$ cat config.mk
export PLATFORM = sky130hd
export DESIGN_NAME = bt656_sync_generator
export DESIGN_NICKNAME = d
export VERILOG_FILES = /design/src/rtl/bt656_sync_generator.sv
export SDC_FILE = /design/constraint.sdc
export NUM_CORES = 1
export LEC_CHECK = 0
export ABC_CLOCK_PERIOD_IN_PS = 3150
export BUFFER_PORTS_ARGS = -buffer_cell sky130_fd_sc_hd__clkbuf_2
export CORE_ASPECT_RATIO = 0.6
export CORE_MARGIN = 3
export CORE_UTILIZATION = 59
export DETAILED_ROUTE_END_ITERATION = 12
export PLACE_DENSITY = 0.84
export SLEW_MARGIN = 20
export SYNTH_ARGS = -nofsm -noshare
export SYNTH_HDL_FRONTEND = slang
export SYNTH_SLANG_ARGS = --single-unit
$ cat constraint.sdc
create_clock -name clk -period 3.15 [get_ports clk]
set_input_delay 0 -clock clk [delete_from_list [all_inputs] [get_ports clk]]
set_output_delay 0 -clock clk [all_outputs]
set_load 0.005 [all_outputs]
$ cat src/rtl/bt656_sync_generator.sv
// -----------------------------------------------------------------------------
// bt656_sync_generator
//
// Transmit-side BT.656 timing generator for 525-line video. Free-running word
// and line counters walk the raster. Each cycle the generator registers one
// 10-bit BT.656 word:
//   - EAV and SAV codes (3FF 000 000 XY) with protection bits,
//   - horizontal blanking fill (200/040, Cb-Y-Cr-Y order),
//   - blanking fill in the active slots of vertical-blanking lines,
//   - caller samples in the active slots of picture lines, clipped so they
//     never collide with the reserved 000-003 / 3FC-3FF timing codes.
//
// Parameters
//   LINE_WORDS    words per line including EAV and SAV (default 1716)
//   ACTIVE_WORDS  active video words per line (default 1440);
//                 LINE_WORDS - ACTIVE_WORDS must be at least 10
//
// Ports
//   clk         word clock, one BT.656 word per cycle
//   reset_n     synchronous active-low reset
//   frame_sync  restart request: next counter state is line 1, word 0
//   data_in     active sample, taken in the cycle data_req is high
//   data_req    combinational, high in active slots of picture lines
//   bt_656      registered BT.656 word
//   H, V, F     registered timing flags aligned with bt_656
//   line_num    registered line number (1..525) aligned with bt_656
// -----------------------------------------------------------------------------
module bt656_sync_generator #(
  parameter int LINE_WORDS   = 1716,
  parameter int ACTIVE_WORDS = 1440
) (
  input  logic       clk,
  input  logic       reset_n,
  input  logic       frame_sync,
  input  logic [9:0] data_in,
  output logic       data_req,
  output logic [9:0] bt_656,
  output logic       H,
  output logic       V,
  output logic       F,
  output logic [9:0] line_num
);

  // ---------------------------------------------------------------------------
  // Raster geometry
  // ---------------------------------------------------------------------------
  localparam int H_BITS = $clog2(LINE_WORDS);

  localparam logic [H_BITS-1:0] H_LAST      = H_BITS'(LINE_WORDS - 1);
  localparam logic [H_BITS-1:0] BLANK_START = H_BITS'(4);
  localparam logic [H_BITS-1:0] SAV_START   = H_BITS'(LINE_WORDS - ACTIVE_WORDS - 4);
  localparam logic [H_BITS-1:0] ACT_START   = H_BITS'(LINE_WORDS - ACTIVE_WORDS);

  localparam logic [9:0] LINES_PER_FRAME = 10'd525;

  // Blanking fill words: chroma midscale and luma black
  localparam logic [9:0] BLANK_C = 10'h200;
  localparam logic [9:0] BLANK_Y = 10'h040;

  // Legal sample range; anything outside is a reserved timing code
  localparam logic [9:0] SAMPLE_MIN = 10'h004;
  localparam logic [9:0] SAMPLE_MAX = 10'h3FB;

  // ---------------------------------------------------------------------------
  // State
  // ---------------------------------------------------------------------------
  logic [H_BITS-1:0] h_cnt_q, h_cnt_d;
  logic [9:0]        line_q,  line_d;

  logic [9:0]        bt_656_q,   bt_656_d;
  logic              h_q,        h_d;
  logic              v_q,        v_d;
  logic              f_q,        f_d;
  logic [9:0]        line_num_q, line_num_d;

  // ---------------------------------------------------------------------------
  // Helper functions
  // ---------------------------------------------------------------------------

  // Fourth word of a timing reference: {1, F, V, H, P3..P0, 00}
  function automatic logic [9:0] xy_word(input logic f, input logic v, input logic h);
    logic p3, p2, p1, p0;
    p3 = v ^ h;
    p2 = f ^ h;
    p1 = f ^ v;
    p0 = f ^ v ^ h;
    return {1'b1, f, v, h, p3, p2, p1, p0, 2'b00};
  endfunction

  // Word idx (0..3) of a timing reference whose last word is xy
  function automatic logic [9:0] sync_word(input logic [1:0] idx, input logic [9:0] xy);
    logic [9:0] w;
    case (idx)
      2'd0:    w = 10'h3FF;
      2'd1:    w = 10'h000;
      2'd2:    w = 10'h000;
      default: w = xy;
    endcase
    return w;
  endfunction

  // Keep user samples out of the reserved code space
  function automatic logic [9:0] clip_sample(input logic [9:0] s);
    logic [9:0] r;
    if (s < SAMPLE_MIN) begin
      r = SAMPLE_MIN;
    end else if (s > SAMPLE_MAX) begin
      r = SAMPLE_MAX;
    end else begin
      r = s;
    end
    return r;
  endfunction

  // ---------------------------------------------------------------------------
  // Slot decode for the current counter position
  // ---------------------------------------------------------------------------
  logic       in_eav;
  logic       in_sav;
  logic       in_active;
  logic       in_hblank;
  logic       line_v;
  logic       line_f;
  logic [1:0] sav_idx;
  logic       hblank_odd;
  logic       active_odd;

  assign in_eav    = (h_cnt_q < BLANK_START);
  assign in_sav    = (h_cnt_q >= SAV_START) && (h_cnt_q < ACT_START);
  assign in_active = (h_cnt_q >= ACT_START);
  assign in_hblank = !in_eav && !in_sav && !in_active;

  // Position inside SAV. SAV_START need not be 4-aligned, so subtract its low
  // bits; the modulo-4 wrap of the 2-bit difference is exactly what we want.
  assign sav_idx = h_cnt_q[1:0] - SAV_START[1:0];

  // Cb/Y alternation counts from the start of each region, so the parity of
  // the offset only depends on the low bit of the region start.
  assign hblank_odd = h_cnt_q[0] ^ BLANK_START[0];
  assign active_odd = h_cnt_q[0] ^ ACT_START[0];

  // Field 1 covers lines 4-265; field 2 wraps around the frame boundary.
  assign line_f = !((line_q >= 10'd4) && (line_q <= 10'd265));
  assign line_v = (line_q <= 10'd19) ||
                  ((line_q >= 10'd264) && (line_q <= 10'd282));

  // Sample request is live only outside reset, so a caller never sees a
  // request for a slot whose output will be discarded by the reset edge.
  assign data_req = reset_n && in_active && !line_v;

  // ---------------------------------------------------------------------------
  // Counter next state
  // ---------------------------------------------------------------------------
  always_comb begin
    h_cnt_d = h_cnt_q;
    line_d  = line_q;

    if (frame_sync) begin
      // Restart wins over the normal advance, including the frame wrap
      h_cnt_d = '0;
      line_d  = 10'd1;
    end else if (h_cnt_q == H_LAST) begin
      h_cnt_d = '0;
      if (line_q == LINES_PER_FRAME) begin
        line_d = 10'd1;
      end else begin
        line_d = line_q + 10'd1;
      end
    end else begin
      h_cnt_d = h_cnt_q + 1'b1;
    end
  end

  // ---------------------------------------------------------------------------
  // Output word for the current counter position
  // ---------------------------------------------------------------------------
  always_comb begin
    bt_656_d   = BLANK_C;
    h_d        = !in_active;
    v_d        = line_v;
    f_d        = line_f;
    line_num_d = line_q;

    if (in_eav) begin
      bt_656_d = sync_word(h_cnt_q[1:0], xy_word(line_f, line_v, 1'b1));
    end else if (in_sav) begin
      bt_656_d = sync_word(sav_idx, xy_word(line_f, line_v, 1'b0));
    end else if (in_hblank) begin
      bt_656_d = hblank_odd ? BLANK_Y : BLANK_C;
    end else if (line_v) begin
      // Active slots of vertical-blanking lines carry fill, not picture
      bt_656_d = active_odd ? BLANK_Y : BLANK_C;
    end else begin
      bt_656_d = clip_sample(data_in);
    end
  end

  // ---------------------------------------------------------------------------
  // Registers
  // ---------------------------------------------------------------------------
  always_ff @(posedge clk) begin
    if (!reset_n) begin
      h_cnt_q    <= '0;
      line_q     <= 10'd1;
      bt_656_q   <= 10'h000;
      h_q        <= 1'b0;
      v_q        <= 1'b0;
      f_q        <= 1'b0;
      line_num_q <= 10'd0;
    end else begin
      h_cnt_q    <= h_cnt_d;
      line_q     <= line_d;
      bt_656_q   <= bt_656_d;
      h_q        <= h_d;
      v_q        <= v_d;
      f_q        <= f_d;
      line_num_q <= line_num_d;
    end
  end

  assign bt_656   = bt_656_q;
  assign H        = h_q;
  assign V        = v_q;
  assign F        = f_q;
  assign line_num = line_num_q;

endmodule

[Word level (Yosys, flattened, before mapping)]
Cells that the tools add are included.
Operators by class
  add/subtract/negate cells: 2
  order comparisons: 11
  equal/unequal tests: 4
  muxes and demuxes: 10
  bitwise gates (word level): 4
  reduce and logical (&&, ||, !) cells: 17
Operators by type and width (count)
  two-way mux 10 bit: 8
  case mux 10 bit (2 select lines): 2
  greater-or-equal comparator 11 x 9 -> 1 bit, second input constant: 2
  <= comparator 10 x 9 -> 1 bit, second input constant: 2
  adder 11 x 1 -> 11 bit, second input constant: 1
  == test 11 bit, second input constant: 1
  < comparator 11 x 3 -> 1 bit, second input constant: 1
  < comparator 11 x 9 -> 1 bit, second input constant: 1
  adder 10 x 1 -> 10 bit, second input constant: 1
  == test 10 bit, second input constant: 1
  greater-or-equal comparator 10 x 3 -> 1 bit, second input constant: 1
  greater-or-equal comparator 10 x 9 -> 1 bit, second input constant: 1
  greater-than comparator 10 bit, second input constant: 1
  <= comparator 10 x 5 -> 1 bit, second input constant: 1
  < comparator 10 x 3 -> 1 bit, second input constant: 1
  logical AND 1 bit: 7
  zero test 1 bit: 5
  OR reduction 2 bit: 2
  NOT 1 bit: 3
  OR reduction 3 bit: 1
  == test 2 x 1 -> 1 bit, second input constant: 1
  == test 2 bit, second input constant: 1
  zero test 2 bit: 1
  logical OR 1 bit: 1
  bitwise XOR 1 bit: 1
Storage, ports and cells
  register bits: 44
  input port bits: 13
  output and inout bits: 24
  logic and storage cells: 55

[Longest topological paths before layout]
Gate-level depths: netlist of the first run.
  depth in word-level cells: 8
  mapped depth: 8
  gate-level depth less buffers: 8

[Least setup slack after synthesis of the first run]
Ideal clock, no wire load.
  path kind: register -> register
  start: register h_cnt_q[6]
  end: register bt_656_q[5] (netlist: bt_656[5])
  setup time: 116 ps
  arrival time: 1851 ps
  required time: 3034 ps
  setup slack: 1183 ps
  cell stages (with the launch flop): 8
  buffers on the path: 1
  clock period less this slack: 1967 ps
  path through: dfxtp_1 or3_4 nand3b_4 or3_1 buf_6 o21ai_4 and4b_1 a41o_1
Between the ends
  longest elaborated chain between the ends: 8
  elaborated cells on any way between the ends: 13
  those cells by class: order compare (4); mux (3); reduce/logical (6)
Ends and longest elaborated chain
  from (decl): RTL line 67  | logic [H_BITS-1:0] h_cnt_q, h_cnt_d;
  from (signal assigned): RTL line 211  | h_cnt_q <= h_cnt_d;
  greater-or-equal comparator 11 x 9 -> 1 bit or < comparator 11 x 9 -> 1 bit (tied branches): RTL line 129  | assign in_sav = (h_cnt_q >= SAV_START) && (h_cnt_q < ACT_START);
  logical AND 1 bit: RTL line 129
  zero test 1 bit: RTL line 131  | assign in_hblank = !in_eav && !in_sav && !in_active;
  logical AND 1 bit (2 in a row): RTL line 131
  two-way mux 10 bit: RTL line 188  | end else if (in_hblank) begin
  two-way mux 10 bit: RTL line 186  | end else if (in_sav) begin
  two-way mux 10 bit (*): RTL line 184  | if (in_eav) begin
  to (signal assigned): RTL line 213  | bt_656_q <= bt_656_d;
  to (decl): RTL line 70  | logic [9:0] bt_656_q, bt_656_d;
Mark *: on every way between the ends. The rest lies on a longest branch, timed or not.
A chain may end at the register's enable or synchronous reset.

[Worst setup path in the final report of the first run]
  start: register line_q[8] (netlist: line_num_d[8])
  end: register bt_656_q[9] (netlist: bt_656[9])
Between the ends
  longest elaborated chain between the ends: 7
  elaborated cells on any way between the ends: 9
  those cells by class: order compare (3); mux (4); reduce/logical (2)
Ends and longest elaborated chain
  from (decl): RTL line 68  | logic [9:0] line_q, line_d;
  from (signal assigned): RTL line 212  | line_q <= line_d;
  greater-or-equal comparator 10 x 9 -> 1 bit or <= comparator 10 x 9 -> 1 bit (tied branches): RTL line 145  | ((line_q >= 10'd264) && (line_q <= 10'd282));
  logical AND 1 bit: RTL line 145
  logical OR 1 bit (*): RTL line 144  | assign line_v = (line_q <= 10'd19) ||
  two-way mux 10 bit (*): RTL line 190  | end else if (line_v) begin
  two-way mux 10 bit (*): RTL line 188
  two-way mux 10 bit (*): RTL line 186
  two-way mux 10 bit (*): RTL line 184
Marked as above.

==> results of run 1 <==
worst min-delay path: cells and delay by family:
kind | cells | cell delay (ns)
compound gates | 1 | 0.07
buf+inv | 1 | 0.11
simple gates | 1 | 0.09
layout make-up:
cell class | instances | share of cell area, %
multi-input combinational | 169 | 45.5
clock inverter | 3 | 3.66
tap | 45 | 2.29
clock buffer | 5 | 2.79
inverter | 10 | 1.52
timing repair buffer | 39 | 8.53
sequential | 44 | 35.8
what timing repair did:
item / in CTS / in global routing
endpoints found under the hold margin: 3 / 0
hold buffers: 3 / 0
endpoints found under the setup margin: 0 / 0
power by group through the flow:
stage	combinational (mW)	clock, mW	sequential (mW)
after floorplan	0.0330	0	0.591
after global placement	0.0662	0	0.590
after detailed placement	0.0664	0	0.590
after CTS	0.0700	0.596	0.577
after global routing	0.0782	0.613	0.579
final	0.0706	0.588	0.577
cells in the mapped netlist (3+ instances only):
| master | instances |
|---|---|
| a21oi_1 | 7 |
| a32oi_1 | 3 |
| and2_1 | 11 |
| and3_1 | 7 |
| clkbuf_1 | 7 |
| dfxtp_1 | 44 |
| ha_1 | 6 |
| inv_1 | 10 |
| nand2_1 | 16 |
| nand3_1 | 6 |
| nand4_1 | 5 |
| nor2_1 | 37 |
| nor2_2 | 3 |
| nor3_1 | 4 |
| o21ai_0 | 3 |
| or2_2 | 3 |
| xnor2_1 | 7 |
| xor2_1 | 10 |
per-layer routing:
layer | GRT usage (%) | wire length, um
met2 | 32.7 | 1800
met1 | 30.4 | 2260
met5 | 0 | 0
met3 | 6.65 | 407
met4 | 9.51 | 72
sequential cells by signal, summed over array words and instances, names as in the netlist:
signal and flops:
line_num_d 10, bt_656 10, H 1, F 1
line_num 10, h_cnt_q 11, V 1
logic make-up (layout without fill, tap and decap cells):
kind of cell | count (synthesis) | in the layout | share of synthesized area, %
simple gates | 110 | 110 | 28.1
flops | 44 | 44 | 42.2
mux | 2 | 2 | 0.958
compound gates | 34 | 34 | 13.8
xor+xnor | 17 | 17 | 7.13
fa+ha+maj | 6 | 6 | 3.59
buf+inv | 21 | 57 | 4.25
how the worst min path moves through the flow:
stage	depth (start not counted)	slack, ns	endpoint	startpoint
finish	3	0.04	bt_656[4]$_SDFF_PN0_	data_in[4]
global route	3	0.04	bt_656[4]$_SDFF_PN0_	data_in[4]
CTS	3	0.02	bt_656[4]$_SDFF_PN0_	data_in[4]
detailed placement	3	0.27	bt_656[7]$_SDFF_PN0_	data_in[7]
global placement	3	0.27	bt_656[7]$_SDFF_PN0_	data_in[7]
floorplan	2	0.14	bt_656[3]$_SDFF_PN0_	data_in[3]
metrics by stage:
step                      instance area [um^2]  power [mW]  setup slack [ns]  hold WS (ns)
after detailed placement                  2270       0.656             0.907         0.273
after CTS                                 2460        1.24             0.883        0.0153
after floorplan                           2090       0.624              1.18         0.137
after global routing                      2460        1.27             0.685        0.0432
after global placement                    2270       0.656             0.877         0.274
final                                     2460        1.24             0.835        0.0378
==> reports/qor.yml, run 1 <==
antenna_found_initial: 0
cp-start-kind: "register"
cts_max_level: 2
ctsResizeCount: 0
r2r-start: "line_num_d[8]$_SDFFE_PP0P_"
gp_congestion: 0.882
rows: 16
start_util_pct: 62.9
grt_max_degree: 18
vias: 1773
max_freq_mhz: 432
wl_mm: 4.55
avgRoutedWirePerCell_um: 14.4
clock_skew_ns: 0.0116
drtPass1Iterations: 4
synthArstFlopShare_pct: 0
seqCellArea_um2: 881
ir_drop_mv: 0.311
syn-num-nets: 253
p_sw_mw: 0.237
end_kind: "register"
ff2ff_setup_slack_ns: 0.83
cp_top_family: "compound AO/OA/AOI/OAI gates"
ioPinCount: 37
track_usage_pct: 22.2
syn_avg_cell_area_um2: 8.93
multi_input_area_um2: 1120
ys_seq_elements: 44
dp.cells: 304
synth_ff_type: "dfxtp_1"
grt_pass1_vias: 1641
finalSetupViolations: 0
die_w_um: 82.8
final_common_cell: "dfxtp_1"
die_area_um2: 4320
hp-class: "in -> reg"
crit_cells: 6
path_clk_slew_ns: 0.09
numPortBuffers: 36
relSlewSlack_pct: 60.8
cp.arrival_ns: 2.50
clkLatencyLatePin_ns: 0.30
reg2reg_to: "bt_656[9]$_SDFF_PN0_"
fill_cells: 251
layoutNonFillerInstCount: 315
antenna_left: 0
layout-drive-gt1-share_pct: 22.2
synth_cells: 234
crit_buf_inv: 0
slew_violations: 0
cp-endpoint: "bt_656[9]$_SDFF_PN0_"
finalHoldViolCount: 0
combPwrFrac_pct: 5.7
synth.top_cells.by_area: "dfxtp_1, nor2_1, xor2_1, ha_1, and2_1"
numCtsBuffers: 5
worstPathCellList: "nor2b_1, a221oi_1, a221oi_4, nor2_2, and2_0, o311a_1"
area_growth_pct: 17.9
grt.overflow.total: 0
slowest_delay_ns: 0.61
drt_iter0_drc: 275
syn-cell-area_um2: 2090
vias_per_cell: 5.63
drc: 0
status: "completed"
cp_max_fo: 10
slowest_stage: "dfxtp_1"
worst_pin_slew_ns: 0.586
synth_cell_types: 56
cts_tree: "yes"
yosys.area.top_type: "dfxtp_1"
dieHeight_um: 52.1
seq_area_frac_synth_pct: 42.2
num_antenna_cells: 0
switching_share_pct: 19.2
seqPwrFrac_pct: 46.7
utilization_pct: 74.1
dp_hpwl_mm: 3.24
cts.sinks: 44
p_clk_share_pct: 47.6
power_density_nw_per_um2: 501
post_cts.repair.setup_buffers: 0
layout_common_cells: "dfxtp_1, nor2_1, clkbuf_2, nand2_1, and2_1"
min_period_ns: 2.32
p_leak_nw: 1.06
crit_type: "reg -> reg"
synth-edff-count: 0
crit_start: "line_num_d[8]$_SDFFE_PP0P_"
worstPathRequired_ns: 3.33
root_buffer: "clkbuf_8"
grt_setup_unrepaired: "false"
p_int_mw: 0.999
period_share_pct: 73.5
reg2reg_depth: 6
core-area_um2: 3320
grt_pass1_wl_mm: 7.55
synth_top_area_share_pct: 42.2
drv_cap: 0
clock_path_buffers: 2
yosys_warnings: 0
finalSetupTns_ns: 0
nets: 288
Note: power is estimated with default switching activity, not from simulation.
==> run 2: changes to the inputs <==
--- a/config.mk
+++ b/config.mk
@@ -5,13 +5,14 @@
 export SDC_FILE = /design/constraint.sdc
 export NUM_CORES = 1
 export LEC_CHECK = 0
-export ABC_CLOCK_PERIOD_IN_PS = 3150
+export ABC_AREA = 1
+export ABC_CLOCK_PERIOD_IN_PS = 2300
 export BUFFER_PORTS_ARGS = -buffer_cell sky130_fd_sc_hd__clkbuf_2
 export CORE_ASPECT_RATIO = 0.6
 export CORE_MARGIN = 3
-export CORE_UTILIZATION = 59
+export CORE_UTILIZATION = 56
 export DETAILED_ROUTE_END_ITERATION = 12
-export PLACE_DENSITY = 0.84
+export PLACE_DENSITY = 0.79
 export SLEW_MARGIN = 20
 export SYNTH_ARGS = -nofsm -noshare
 export SYNTH_HDL_FRONTEND = slang
==> constraint.sdc (replaced) <==
create_clock -name clk -period 2.3 [get_ports clk]
set_input_delay 0 -clock clk [delete_from_list [all_inputs] [get_ports clk]]
set_output_delay 0 -clock clk [all_outputs]
set_load 0.005 [all_outputs]
==> reports/qor.yml, run 2 <==
cp-start-kind: "register"
synth-edff-count: 0  # unchanged
power_density_nw_per_um2: 489  # -2.6%
status: "completed"
cts_max_level: 2  # unchanged
finalSetupViolations: 0  # unchanged
drtPass1Iterations: 6  # +2
core-area_um2: 3870  # +16%
cp.arrival_ns: 2.08  # -0.42 ns
synth.top_cells.by_area: "dfxtp_1, nand2_1, inv_1, nor2_1, nand3_1"
rows: 17  # +1
p_int_mw: 1.02  # +2.3%
min_period_ns: 1.85  # -0.466 ns
combPwrFrac_pct: 7.6  # +1.9 points
ys_seq_elements: 44  # unchanged
wl_mm: 5.53  # +22%
slew_violations: 0  # unchanged
synth_ff_type: "dfxtp_1"
clkLatencyLatePin_ns: 0.29  # about the same
relSlewSlack_pct: 64.0  # +3.2 points
grt.overflow.total: 0  # unchanged
grt_max_degree: 16  # -2
yosys.area.top_type: "dfxtp_1"
slowest_stage: "dfxtp_1"
max_freq_mhz: 541  # +25%
gp_congestion: 0.972  # +10%
clock_path_buffers: 2  # unchanged
period_share_pct: 80.4  # +6.9 points
layout_common_cells: "nand2_1, inv_1, nor2_1, dfxtp_1, clkbuf_2"
synthArstFlopShare_pct: 0  # unchanged
grt_pass1_vias: 1998  # +22%
worst_pin_slew_ns: 0.535  # -0.0510 ns
finalHoldViolCount: 0  # unchanged
hp-class: "in -> reg"
syn-num-nets: 362  # +43%
antenna_found_initial: 0  # unchanged
grt_setup_unrepaired: "false"
antenna_left: 0  # unchanged
synth_cells: 343  # +47%
vias: 2282  # +29%
ioPinCount: 37  # unchanged
syn-cell-area_um2: 2380  # +14%
largest_reg_flops: 11  # unchanged
switching_share_pct: 22.9  # +3.7 points
die_area_um2: 5100  # +18%
clock_skew_ns: 0.0101  # -0.00158 ns
yosys_warnings: 0  # unchanged
seqPwrFrac_pct: 59.6  # +13 points
track_usage_pct: 22.4  # +0.21 points
numCtsBuffers: 5  # unchanged
avgRoutedWirePerCell_um: 12.6  # -13%
slowest_delay_ns: 0.49  # -0.12 ns
grt_pass1_wl_mm: 9.24  # +22%
drt_iter0_drc: 214  # -22%
p_sw_mw: 0.303  # +28%
numPortBuffers: 36  # unchanged
seq_area_frac_synth_pct: 37.0  # -5.2 points
worstPathRequired_ns: 2.53  # -0.80 ns
dieHeight_um: 56.5  # +8.5%
syn_avg_cell_area_um2: 6.95  # -22%
final_common_cell: "nand2_1"
drc: 0  # unchanged
crit_top_cell: "nor2_1"
worstPathCellList: "inv_1, ha_1, o21ai_0, nor2_1, nor2_1, nor2_1, nand2_1, nand3_1, a21oi_1, nor2_1, nor2_1"
drv_cap: 0  # unchanged
layout-drive-gt1-share_pct: 19.6  # -2.6 points
area_growth_pct: 13.8
nets: 404  # +40%
start_util_pct: 61.5  # -1.3 points
ys_top_cells_by_count: "nand2_1, inv_1, nor2_1"
finalSetupTns_ns: 0  # unchanged
die_w_um: 90.2  # +8.9%
root_buffer: "clkbuf_8"
dp_hpwl_mm: 4.30  # +33%
regMostFlops: "h_cnt_q"
cts_tree: "yes"
cp_max_fo: 7  # -3
p_leak_nw: 1.35  # +27%
synth_cell_types: 35  # -38%
end_kind: "register"
cts.sinks: 44  # unchanged
fill_cells: 340  # +35%
path_clk_slew_ns: 0.08  # about the same
synth_top_area_share_pct: 37.0  # -5.2 points
vias_per_cell: 5.19  # -7.9%
timing.hold.ws_ns: 0.0514  # +0.0136 ns
p_clk_share_pct: 32.8  # -15 points
synth_most_common_cell: "nand2_1"
crit_type: "reg -> reg"
ir_drop_mv: 0.321  # +3.1%
fin_total_pwr_mw: 1.32  # +7.2%
num_antenna_cells: 0  # unchanged
## run 2: cell count changes in the layout (fill, tap and decap cells not counted), moves of 11 or more
cell / change
nand2_1: +56
and2_1: -11
nand3_1: +19
a21oi_1: +13
inv_1: +37
## run 2: path summary, 6_finish.rpt
kind	from	end	slack (ns)	depth (start not counted)
worst min register to register	line_num_d[7]$_SDFFE_PP0P_	line_num[7]$_SDFF_PN0_	0.46	2
worst max register to register	line_num_d[0]$_SDFFE_PP1P_	bt_656[2]$_SDFF_PN0_	0.45	11
worst min-delay path	data_in[4]	bt_656[4]$_SDFF_PN0_	0.05	3
worst max-delay path	line_num_d[0]$_SDFFE_PP1P_	bt_656[2]$_SDFF_PN0_	0.45	11
## run 2: cell type report
cell class	count	area, um^2	area share, %
multi-input combinational	238	1260	46.5
sequential	44	881	32.5
timing repair buffer	40	218	8.03
inverter	56	213	7.84
tap	57	71.3	2.63
clock buffer	5	68.8	2.54
## run 2: stage by stage
step                      instance area (um^2)  util, %  instances  setup WS (ns)
after floorplan                           2380        -        343          0.706
after global placement                    2610     67.5        432          0.574
after detailed placement                  2610     67.5        432          0.497
after CTS                                 2710     70.0        440          0.482
after global routing                      2710     70.0        440          0.240
final                                     2710     70.0        440          0.451
## run 2: critical path: cells and delay by family, from the launching register on
family	cells	cell delay (ns)
flip-flops	1	0.49
adder cells (fa/ha/maj)	1	0.22
AO/OA/AOI/OAI	2	0.36
buffers and inverters	1	0.16
AND/OR/NAND/NOR	7	0.56
## run 2: timing repair
action,CTS,global route
setup buffers,0,0
hold buffers,3,0
gates resized for setup,0,0
hold endpoints to repair,3,0
## run 2: cell families after synthesis
kind of cell | share of synthesized area, %
DFF | 37.0
buffers and inverters | 10.1
and+or+nand+nor | 38.1
adders and majority gates | 3.15
xor gates and xnor gates | 1.47
AOI/OAI and AO/OA | 10.2
## run 2: routing by layer
metal / share of wire, % / up-vias / track usage, %
met3: 11 / 9 / 9.37
li1: - / 1174 / -
met5: 0 / - / 0
met1: 50 / 986 / 33.4
met2: 38 / 113 / 29.6
met4: 0.72 / 0 / 4.58
## run 2: power groups by stage
stage	registers, mW	clock network [mW]	logic, mW
floorplan	0.809	0	0.0489
global placement	0.806	0	0.0962
detailed placement	0.807	0	0.0963
CTS	0.789	0.441	0.101
global route	0.792	0.482	0.115
finish	0.789	0.434	0.101
==> run 3: changes to the inputs <==
--- a/config.mk
+++ b/config.mk
@@ -6,13 +6,13 @@
 export NUM_CORES = 1
 export LEC_CHECK = 0
 export ABC_AREA = 1
-export ABC_CLOCK_PERIOD_IN_PS = 2300
+export ABC_CLOCK_PERIOD_IN_PS = 1600
 export BUFFER_PORTS_ARGS = -buffer_cell sky130_fd_sc_hd__clkbuf_2
 export CORE_ASPECT_RATIO = 0.6
 export CORE_MARGIN = 3
-export CORE_UTILIZATION = 56
+export CORE_UTILIZATION = 51
 export DETAILED_ROUTE_END_ITERATION = 12
-export PLACE_DENSITY = 0.79
+export PLACE_DENSITY = 0.76
 export SLEW_MARGIN = 20
 export SYNTH_ARGS = -nofsm -noshare
 export SYNTH_HDL_FRONTEND = slang
==> constraint.sdc (replaced) <==
create_clock -name clk -period 1.6 [get_ports clk]
set_input_delay 0 -clock clk [delete_from_list [all_inputs] [get_ports clk]]
set_output_delay 0 -clock clk [all_outputs]
set_load 0.005 [all_outputs]
==> reports/qor.yml, run 3 (synthesized netlist as in run 2, its figures left out) <==
root_buffer: "clkbuf_8"
crit_type: "reg -> reg"
drtPass1Iterations: 5  # -1
relSlewSlack_pct: 65.1  # +1.1 points
grt_pass1_wl_mm: 9.45  # +2.3%
worstPathRequired_ns: 1.79  # -0.74 ns
avgRoutedWirePerCell_um: 12.6  # +0.36%
gp_congestion: 1.03  # +5.7%
layout-drive-gt1-share_pct: 34.8  # +15 points
nets: 432  # +6.9%
max_freq_mhz: 651  # +20%
end_kind: "register"
vias_per_cell: 5.16  # -0.46%
cp-start-kind: "register"
drc: 0  # unchanged
clock_path_buffers: 2  # unchanged
ir_drop_mv: 0.643  # +100%
status: "completed"
ioPinCount: 37  # unchanged
numCtsBuffers: 5  # unchanged
clock_skew_ns: 0.00847  # -0.00159 ns
grt_setup_unrepaired: "true"
cts.sinks: 44  # unchanged
die_w_um: 94.2  # +4.5%
start_util_pct: 55.4  # -6.2 points
drv_cap: 0  # unchanged
slew_violations: 0  # unchanged
ff2ff_setup_slack_ns: 0.06  # -0.39 ns
dp_hpwl_mm: 4.45  # +3.5%
cts_max_level: 2  # unchanged
cp_max_fo: 6  # -1
vias: 2447  # +7.2%
period_share_pct: 96.0  # +16 points
timing.hold.ws_ns: 0.0363  # -0.0151 ns
dieHeight_um: 58.9  # +4.3%
regMostFlops: "h_cnt_q"
worstPathCellList: "ha_4, nand2_2, nor3_4, nand4_4, nor3_2, inv_1, o22ai_1, nor2_1"
cp.arrival_ns: 1.72  # -0.36 ns
p_leak_nw: 1.54  # +14%
finalSetupViolations: 0  # unchanged
drt_iter0_drc: 196  # -8.4%
worst_slack_ns: 0.0647  # -0.386 ns
largest_reg_flops: 11  # unchanged
power_density_nw_per_um2: 649  # +33%
hp-class: "in -> reg"
cts_tree: "yes"
grt_max_degree: 14  # -2
finalHoldViolCount: 0  # unchanged
worst_pin_slew_ns: 0.518  # -0.0164 ns
final_common_cell: "nand2_1"
wl_mm: 5.98  # +8.1%
slowest_stage: "dfxtp_4"
grt.overflow.total: 0  # unchanged
slowest_delay_ns: 0.37  # -0.12 ns
antenna_found_initial: 0  # unchanged
die_area_um2: 5550  # +8.9%
min_period_ns: 1.54  # -0.314 ns
area_growth_pct: 29.7
antenna_left: 0  # unchanged
numPortBuffers: 36  # unchanged
num_antenna_cells: 0  # unchanged
rows: 18  # +1
path_clk_slew_ns: 0.08  # about the same
layout_common_cells: "nand2_1, inv_1, nor2_1, clkbuf_2, dfxtp_1"
place_ws_ns: -0.00531  # -0.502 ns
track_usage_pct: 22.1  # -0.38 points
grt_pass1_vias: 2049  # +2.6%
core-area_um2: 4300  # +11%
clkLatencyLatePin_ns: 0.30  # about the same
-- run 3: power by group --
part,switching [mW],internal [mW],total (mW)
registers,0.00929,1.12,1.13
logic,0.0910,0.0736,0.165
clock network,0.371,0.345,0.716
-- run 3: area by class of cell --
type	count	area, um^2
tap	60	75.1
timing repair buffer	68	430
fill	358	1210
clock buffer	6	82.6
sequential	44	908
inverter	56	218
multi-input combinational	238	1370
clock inverter	2	10.0
-- run 3: metrics by stage --
| step | TNS [ns] | power (mW) | area [um^2] | util [%] | instances |
|---|---|---|---|---|---|
| 2_1_floorplan | 0 | 1.23 | 2380 | - | 343 |
| 3_3_place_gp | 0 | 1.31 | 2760 | 64.1 | 454 |
| 3_5_place_dp | -0.00808 | 1.31 | 2760 | 64.1 | 454 |
| 4_1_cts | 0 | 2.02 | 2900 | 67.4 | 466 |
| 5_1_grt | -0.269 | 2.09 | 3090 | 71.8 | 474 |
| 6_report | 0 | 2.01 | 3090 | 71.8 | 474 |
-- run 3: layer usage --
layer / track usage [%] / wire, um / vias to the layer above
met5: 0 / 0 / -
met4: 5.56 / 55 / 0
met3: 8.17 / 691 / 6
met2: 29.7 / 2340 / 118
met1: 32.8 / 2900 / 1082
li1: - / - / 1241
-- run 3: path summary, 6_finish.rpt --
check	from	end	cells past startpoint
worst max register to register	h_cnt_q[0]$_SDFF_PP0_	line_num_d[4]$_SDFFE_PP0P_	8
worst max-delay path	h_cnt_q[0]$_SDFF_PP0_	line_num_d[4]$_SDFFE_PP0P_	8
worst min-delay path	data_in[4]	bt_656[4]$_SDFF_PN0_	3
worst min register to register	h_cnt_q[0]$_SDFF_PP0_	h_cnt_q[0]$_SDFF_PP0_	1
-- run 3: timing repair --
item,in CTS,in global routing
hold buffers,4,0
setup buffers,0,8
pin swaps,0,12
gates resized for setup,4,50
setup endpoints to repair,5,22
endpoints found under the hold margin,4,0
-- run 3: critical path, delay by kind of cell (launching register included) --
family / cells / cell delay (ns)
simple gates: 5 / 0.65
flops: 1 / 0.37
compound gates: 1 / 0.17
fa+ha+maj: 1 / 0.15
buf+inv: 1 / 0.08
